$ cat src/rtl/branch_redirect_ctrl.sv
// Resolves one RV32I conditional branch at a time: evaluate, redirect fetch, flush, retire.
// Misaligned taken targets raise a one-cycle exception instead of redirecting.

package branch_redirect_pkg;
    typedef enum logic [2:0] {
        bk_invalid = 3'd0,
        bk_beq     = 3'd1,
        bk_bne     = 3'd2,
        bk_blt     = 3'd3,
        bk_bge     = 3'd4,
        bk_bltu    = 3'd5,
        bk_bgeu    = 3'd6
    } branch_kind_t;
endpackage

module branch_redirect_ctrl
    import branch_redirect_pkg::*;
#(
    parameter int XLEN         = 32,
    parameter int FLUSH_CYCLES = 2
) (
    input  logic            clk,
    input  logic            rst,
    input  logic            br_valid,
    output logic            br_ready,
    input  branch_kind_t    br_kind,
    input  logic [XLEN-1:0] br_pc,
    input  logic [XLEN-1:0] br_imm,
    input  logic [XLEN-1:0] br_rs1,
    input  logic [XLEN-1:0] br_rs2,
    output logic            redir_valid,
    input  logic            redir_ready,
    output logic [XLEN-1:0] redir_pc,
    output logic            flush,
    output logic            misalign_exc,
    output logic [XLEN-1:0] misalign_addr,
    output logic            done_valid,
    output logic            done_taken
);

    // state    | meaning
    // S_IDLE   | waiting for a branch request, br_ready high
    // S_EVAL   | condition evaluated on captured operands
    // S_REDIRECT | redirect offered to fetch until redir_ready
    // S_FLUSH  | flush held for FLUSH_CYCLES, done on the last one
    // S_EXC    | one-cycle misaligned-target exception
    typedef enum logic [2:0] {
        S_IDLE     = 3'd0,
        S_EVAL     = 3'd1,
        S_REDIRECT = 3'd2,
        S_FLUSH    = 3'd3,
        S_EXC      = 3'd4
    } state_t;

    localparam int CW = (FLUSH_CYCLES > 1) ? $clog2(FLUSH_CYCLES) : 1;
    localparam logic [CW-1:0] FLUSH_LAST = CW'(FLUSH_CYCLES - 1);

    if (FLUSH_CYCLES < 1) begin : g_bad_flush
        $error("branch_redirect_ctrl: FLUSH_CYCLES must be at least 1");
    end
    if (XLEN < 2) begin : g_bad_xlen
        $error("branch_redirect_ctrl: XLEN must be at least 2");
    end

    state_t          state;
    state_t          state_next;
    branch_kind_t    kind_q;
    logic [XLEN-1:0] rs1_q;
    logic [XLEN-1:0] rs2_q;
    logic [XLEN-1:0] target_q;
    logic [CW-1:0]   flush_cnt;
    logic            out_en;
    logic            nt_done;
    logic            taken;
    logic            accept;
    logic            misaligned;

    // out_en keeps every output low in the cycle right after a reset edge
    assign accept     = br_valid && out_en && (state == S_IDLE);
    assign misaligned = (target_q[1:0] != 2'b00);

    always_comb begin
        taken = 1'b0;
        case (kind_q)
            bk_beq:  taken = (rs1_q == rs2_q);
            bk_bne:  taken = (rs1_q != rs2_q);
            bk_blt:  taken = ($signed(rs1_q) <  $signed(rs2_q));
            bk_bge:  taken = ($signed(rs1_q) >= $signed(rs2_q));
            bk_bltu: taken = (rs1_q <  rs2_q);
            bk_bgeu: taken = (rs1_q >= rs2_q);
            default: taken = 1'b0;
        endcase
    end

    always_ff @(posedge clk) begin
        if (rst) begin
            state <= S_IDLE;
        end else begin
            state <= state_next;
        end
    end

    always_comb begin
        state_next = state;
        case (state)
            S_IDLE: begin
                if (accept) begin
                    state_next = S_EVAL;
                end
            end
            S_EVAL: begin
                if (!taken) begin
                    state_next = S_IDLE;
                end else if (misaligned) begin
                    state_next = S_EXC;
                end else begin
                    state_next = S_REDIRECT;
                end
            end
            S_REDIRECT: begin
                if (redir_ready) begin
                    state_next = S_FLUSH;
                end
            end
            S_FLUSH: begin
                if (flush_cnt == '0) begin
                    state_next = S_IDLE;
                end
            end
            S_EXC:   state_next = S_IDLE;
            default: state_next = S_IDLE;
        endcase
    end

    always_ff @(posedge clk) begin
        if (rst) begin
            kind_q    <= bk_invalid;
            rs1_q     <= '0;
            rs2_q     <= '0;
            target_q  <= '0;
            flush_cnt <= '0;
            out_en    <= 1'b0;
            nt_done   <= 1'b0;
        end else begin
            out_en  <= 1'b1;
            nt_done <= (state == S_EVAL) && !taken;
            if (accept) begin
                kind_q   <= br_kind;
                rs1_q    <= br_rs1;
                rs2_q    <= br_rs2;
                target_q <= br_pc + br_imm;
            end
            if ((state == S_REDIRECT) && redir_ready) begin
                flush_cnt <= FLUSH_LAST;
            end else if ((state == S_FLUSH) && (flush_cnt != '0)) begin
                flush_cnt <= flush_cnt - 1'b1;
            end
        end
    end

    always_comb begin
        br_ready      = 1'b0;
        redir_valid   = 1'b0;
        redir_pc      = '0;
        flush         = 1'b0;
        misalign_exc  = 1'b0;
        misalign_addr = '0;
        done_valid    = 1'b0;
        done_taken    = 1'b0;
        if (out_en) begin
            case (state)
                S_IDLE: begin
                    br_ready   = 1'b1;
                    done_valid = nt_done;
                end
                S_REDIRECT: begin
                    redir_valid = 1'b1;
                    redir_pc    = target_q;
                end
                S_FLUSH: begin
                    flush      = 1'b1;
                    done_valid = (flush_cnt == '0);
                    done_taken = (flush_cnt == '0);
                end
                S_EXC: begin
                    misalign_exc  = 1'b1;
                    misalign_addr = target_q;
                end
                default: ;
            endcase
        end
    end

endmodule

$ cat config.mk
export PLATFORM = sky130hd
export DESIGN_NAME = branch_redirect_ctrl
export DESIGN_NICKNAME = d
export VERILOG_FILES = /design/src/rtl/branch_redirect_ctrl.sv
export SDC_FILE = /design/constraint.sdc
export NUM_CORES = 1
export LEC_CHECK = 0
export ABC_AREA = 1
export BUFFER_PORTS_ARGS = -buffer_cell sky130_fd_sc_hd__buf_2
export CAP_MARGIN = 20
export CORE_MARGIN = 2
export CORE_UTILIZATION = 44
export DETAILED_ROUTE_END_ITERATION = 7
export PLACE_DENSITY = 0.74
export RECOVER_POWER = 100
export SLEW_MARGIN = 15
export SYNTH_ARGS = -nofsm -noshare
export SYNTH_HDL_FRONTEND = slang
export SYNTH_SLANG_ARGS = --single-unit
$ cat constraint.sdc
create_clock -name clk -period 2.3 [get_ports clk]
set_input_delay 0.46 -clock clk [delete_from_list [all_inputs] [get_ports clk]]
set_output_delay 0.46 -clock clk [all_outputs]
set_load 0.1 [all_outputs]
# Word-level counts from Yosys, hierarchy flattened
# Index checks and enable logic that the tools add are counted.
# W data, S select, Z words.
dict set report word_totals {
  reg_bits 105
  out_inout_bits 70
  elab_cells 66
}
dict set report classes {
  add_sub_neg 2
  magnitude_cmp 4
  eq_ne 15
  n_mux 26
  bitwise 1
  reduce_logical 10
}
# cell count
set ops {}
lappend ops {{$mux W32} 4}
lappend ops {{$ge A32 B32 Y1} 2}
lappend ops {{$lt A32 B32 Y1} 2}
lappend ops {{$add A32 B32 Y32} 1}
lappend ops {{$eq A32 B32 Y1} 1}
lappend ops {{$ne A32 B32 Y1} 1}
lappend ops {{$mux W3} 5}
lappend ops {{$mux W1} 14}
lappend ops {{$eq A3 B2 Y1 const B} 4}
lappend ops {{$eq A3 B3 Y1 const B} 4}
lappend ops {{$pmux W3 S4} 1}
lappend ops {{$eq A3 B1 Y1 const B} 2}
lappend ops {{$ne A2 B2 Y1 const B} 3}
lappend ops {{$pmux W1 S6} 1}
lappend ops {{$logic_and A1 B1 Y1} 5}
lappend ops {{$reduce_bool A2 Y1} 2}
lappend ops {{$logic_not A3 Y1} 1}
lappend ops {{$reduce_and A3 Y1} 1}
lappend ops {{$pmux W1 S2} 1}
lappend ops {{$logic_not A1 Y1} 1}
lappend ops {{$not A1 Y1} 1}
lappend ops {{$sub A1 B1 Y1 const B} 1}

# Logic depth before layout (Yosys ltp)
dict set report depth {
  word_depth 4
  depth_mapped 21
  depth_no_buf 21
}

# Worst setup path before layout
# Ideal clock, no wire load.
dict set report synth_timing {
  kind {register to output}
  startpoint {register state[2]}
  endpoint {output redir_pc[10]}
  arrival_ns 3.728
  t_required_ns 1.840
  slack_ns -1.888
  stages_incl_launch_ff 9
  path_buffers 1
  cell_sequence {dfxtp_1 nor2_1 inv_1 nor2_1 inv_1 nor2_1 inv_1 clkbuf_1 nor2_1}
}
dict set report synth_between {
  elab_chain_len 3
}
# element line_no
set synth_rtl {}
lappend synth_rtl {{start: declaration} 65} ;# state_t state;
lappend synth_rtl {{start signal: assignment} 99} ;# state <= state_next;
lappend synth_rtl {{$eq A3 B2 Y1} 171} ;# case (state)
lappend synth_rtl {{$mux W32} 171}
lappend synth_rtl {{$mux W32} 170} ;# if (out_en) begin
lappend synth_rtl {{end: declaration} 33} ;# output logic [XLEN-1:0] redir_pc,
# No other way between the ends.

# Worst setup path after layout
dict set report layout_timing {
  startpoint {register state[1]}
  endpoint {output done_valid}
}
dict set report layout_between {
  elab_chain_len 3
}
# element line_no
set layout_rtl {}
lappend layout_rtl {{$eq A3 B2 Y1 / $logic_not A3 Y1 (equally long branches)} 171}
lappend layout_rtl {{$pmux W1 S2 *} 171}
lappend layout_rtl {{$mux W1 *} 170}
lappend layout_rtl {{end: declaration} 37} ;# output logic done_valid,
# Mark *: on every way between the ends. The rest lies on a longest branch, timed or not.

==> flow_metrics.tcl <==
set metrics [dict create \
    row_count 45 \
    drtPass1Iterations 5 \
    grt-ovfl-total 0 \
    syn_nets 1211 \
    power_density_nw_per_um2 496 \
    avgSynthCellArea_um2 6.71 \
    yosys.cell_types.count 45 \
    synth-simple-area-share 0.214 \
    synth_common_cells "nor2_1, inv_1, a21oi_1, nand2_1, o21ai_0" \
    tritoncts "yes" \
    viasPerCell 5.13 \
    synth_area_um2 6790 \
    dieWidth_um 128 \
    cts_sinks 105 \
    slew-limit-headroom 0.247 \
    grt_max_degree 80 \
    ys_seq_area_frac 0.310 \
    synth_compound_area_frac 0.219 \
    finalCritPeriodShare 0.982 \
    place_congestion 0.912 \
    place_worst_setup_slack_ps -105 \
    synthArstFlopShare 0 \
    placed_area_um2 9570 \
    slowest_delay_ps 430 \
    synth_flop_cell "dfxtp_1" \
    root_buffer "clkbuf_16" \
    cts_made_buffers 9 \
    clkTransAtPathRegs_ps 80 \
    maxCapViolations 0 \
    synth_area_leaders "dfxtp_1, ha_1, nor2_1" \
    ir_drop_mv 0.405 \
    required_ps 1840 \
    min_delay_worst_endpoint "rs1_q[21]$_SDFFE_PP0P_" \
    io_buffers 204 \
    synthAdderAreaFrac 0.119 \
    leakagePower_nw 4.72 \
    critPathLaunchType "flip-flop" \
    yosysWarnings 0 \
    cp_data_arrival_time_ps 1800 \
    dieArea_um2 16400 \
    crit_type "reg2out" \
    drive_gt1_frac 0.296 \
    final_cell_area_um2 10000 \
    r2r_start "rs2_q[31]$_SDFFE_PP0P_" \
    io_pins 205 \
    synthXorXnorAreaFrac 0.0271 \
    muxShareOfSynthArea 0 \
    hold_viol 0 \
    worst_hold_path_type "in2reg" \
    layout.nets 1449 \
    critPathTopFamily "buffers and inverters" \
    setup_viol 0 \
    ctsHoldBuffers 0 \
    drt_iter0_drc 361 \
    yosysMostFrequentCell "nor2_1" \
    cp_slowest_cell "buf_2" \
    hpwlAfterDp_um 16300 \
    hp-start "br_rs1[21]" \
    clk_latency_ps 360 \
    synth_top_area_cell "dfxtp_1" \
    layout_setup_ws_ps 42.4 \
    gr-usage-all-layers 0.252 \
    wl_per_cell_um 14.6 \
    whs_path_depth 3 \
    worstPathMaxFanout 5 \
    area_delta_synth_final_pct 47.9 \
    finClkSkew_ps 12.9 \
    die_h_um 128 \
    core_area_um2 15100 \
    power_mw 4.98 \
    status "complete, no violations" \
    rsz0062_at_grt "yes" \
    synth_top_area_frac 0.310 \
    drc 0 \
    postSynthCellCount 1012 \
    r2r_slack_ps 170 \
    grt_pass1_vias 7196 \
    critPathBufInv 2 \
    crit_path_end_kind "output port" \
    crit_chain "inv_1 > nor3_1 > nand2_1 > a21oi_2 > buf_2" \
    start_util 0.448 \
    routed_wl_um 21100 \
    r2r_cells 17 \
    r2r-end "state[1]$_SDFFE_PP0P_" \
    ys_ff_latch 105 \
    grt_antenna_before_repair 1 \
    cts_max_level 3 \
    fmax_mhz 443 \
    drtAntennaViolNets 0 \
    cts.path.max_buffers 2 \
    synth_top_family_by_area "compound AO/OA/AOI/OAI gates" \
    drv_slew 0 \
    synth_edf_count 0 \
    post-route-min-period_ps 2260 \
    worst_slew_pin_slew_ps 1130 \
    finish.utilization 0.663 \
    num_vias 7409 \
    grt_pass1_wl_um 33500 \
]
power breakdown:
group,internal [mW],switching [mW]
Clock,0.754,0.731
Combinational,0.597,0.887
Sequential,1.96,0.0554
how the worst max path moves through the flow:
stage                          start                        end  slack [ps]  cells past startpoint
2_1_floorplan  state[2]$_SDFFE_PP0P_               redir_pc[21]        -270                      8
3_3_place_gp                br_pc[0]  target_q[26]$_SDFFE_PP0P_         -80                     17
3_5_place_dp                br_pc[0]  target_q[28]$_SDFFE_PP0P_        -100                     13
4_1_cts        state[2]$_SDFFE_PP0P_               redir_pc[21]          10                      9
5_1_grt        state[1]$_SDFFE_PP0P_                 done_valid         -70                      5
6_report       state[1]$_SDFFE_PP0P_                 done_valid          40                      5
state kept, by name, summed over array words and instances, names as in the netlist:
name       count
state          3
nt_done        1
rs1_q         32
flush_cnt      1
target_q      32
rs2_q         32
out_en         1
kind_q         3
logic make-up after synthesis:
| kind of cell | Yosys count |
|---|---|
| AOI/OAI and AO/OA | 271 |
| xor gates and xnor gates | 21 |
| adders and majority gates | 64 |
| buffers and inverters | 201 |
| DFF | 105 |
| and+or+nand+nor | 350 |
layout make-up:
type,instances,area (µm²)
Tap cell,188,235
Multi-Input combinational cell,706,4260
Clock buffer,9,225
Inverter,163,619
Timing Repair Buffer,264,2520
Fill cell,1249,5100
Sequential cell,105,2110
Clock inverter,7,61.3
Antenna cell,2,5.00
Timing Repair inverter,1,8.76
tightest hold or removal path: cells and delay by family:
family	cells	cell delay, ps
buf+inv	1	70
simple gates	2	110
metrics by stage:
stage               hold slack (ps)  setup TNS (ps)  instances
floorplan                       433          -11690       1012
global placement                442            -238       1416
detailed placement              449            -699       1416
CTS                             321               0       1438
global route                    332            -873       1444
finish                          323               0       1445
layout by cell type, fill, tap and decap left out, types with 4 or more instances in the layout:
master and instances:
inv_1 156, buf_2 139, nor2_1 124, a21oi_1 114
o21ai_0 111, nand2_1 108, dfxtp_1 102, buf_12 70
ha_1 62, buf_4 48, nor2_4 36, nor2_2 24
nand3_1 23, xor2_1 14, nor3_1 11, o21ai_1 10
clkbuf_16 9, nand4_1 7, xnor2_1 7, a21oi_2 6
inv_2 5, nand2_2 5, o21a_1 5, a21o_1 4
a31oi_1 4, inv_6 4, buf_6 4
routing by layer:
layer	track usage	part of all wire	up-vias	wire length [µm]
li1	-	-	3768	-
met1	0.309	0.43	3370	9100
met2	0.442	0.49	229	10400
met3	0.0338	0.049	42	1030
met4	0.109	0.029	0	619
met5	0	0	-	0
repair_timing:
item | CTS | global route
pin swaps | 1 | 1
endpoints found under the setup margin | 20 | 51
setup buffers | 6 | 4
resized for setup | 5 | 27
gates cloned | 0 | 1
No activity file was read; power rests on OpenSTA's default activity.
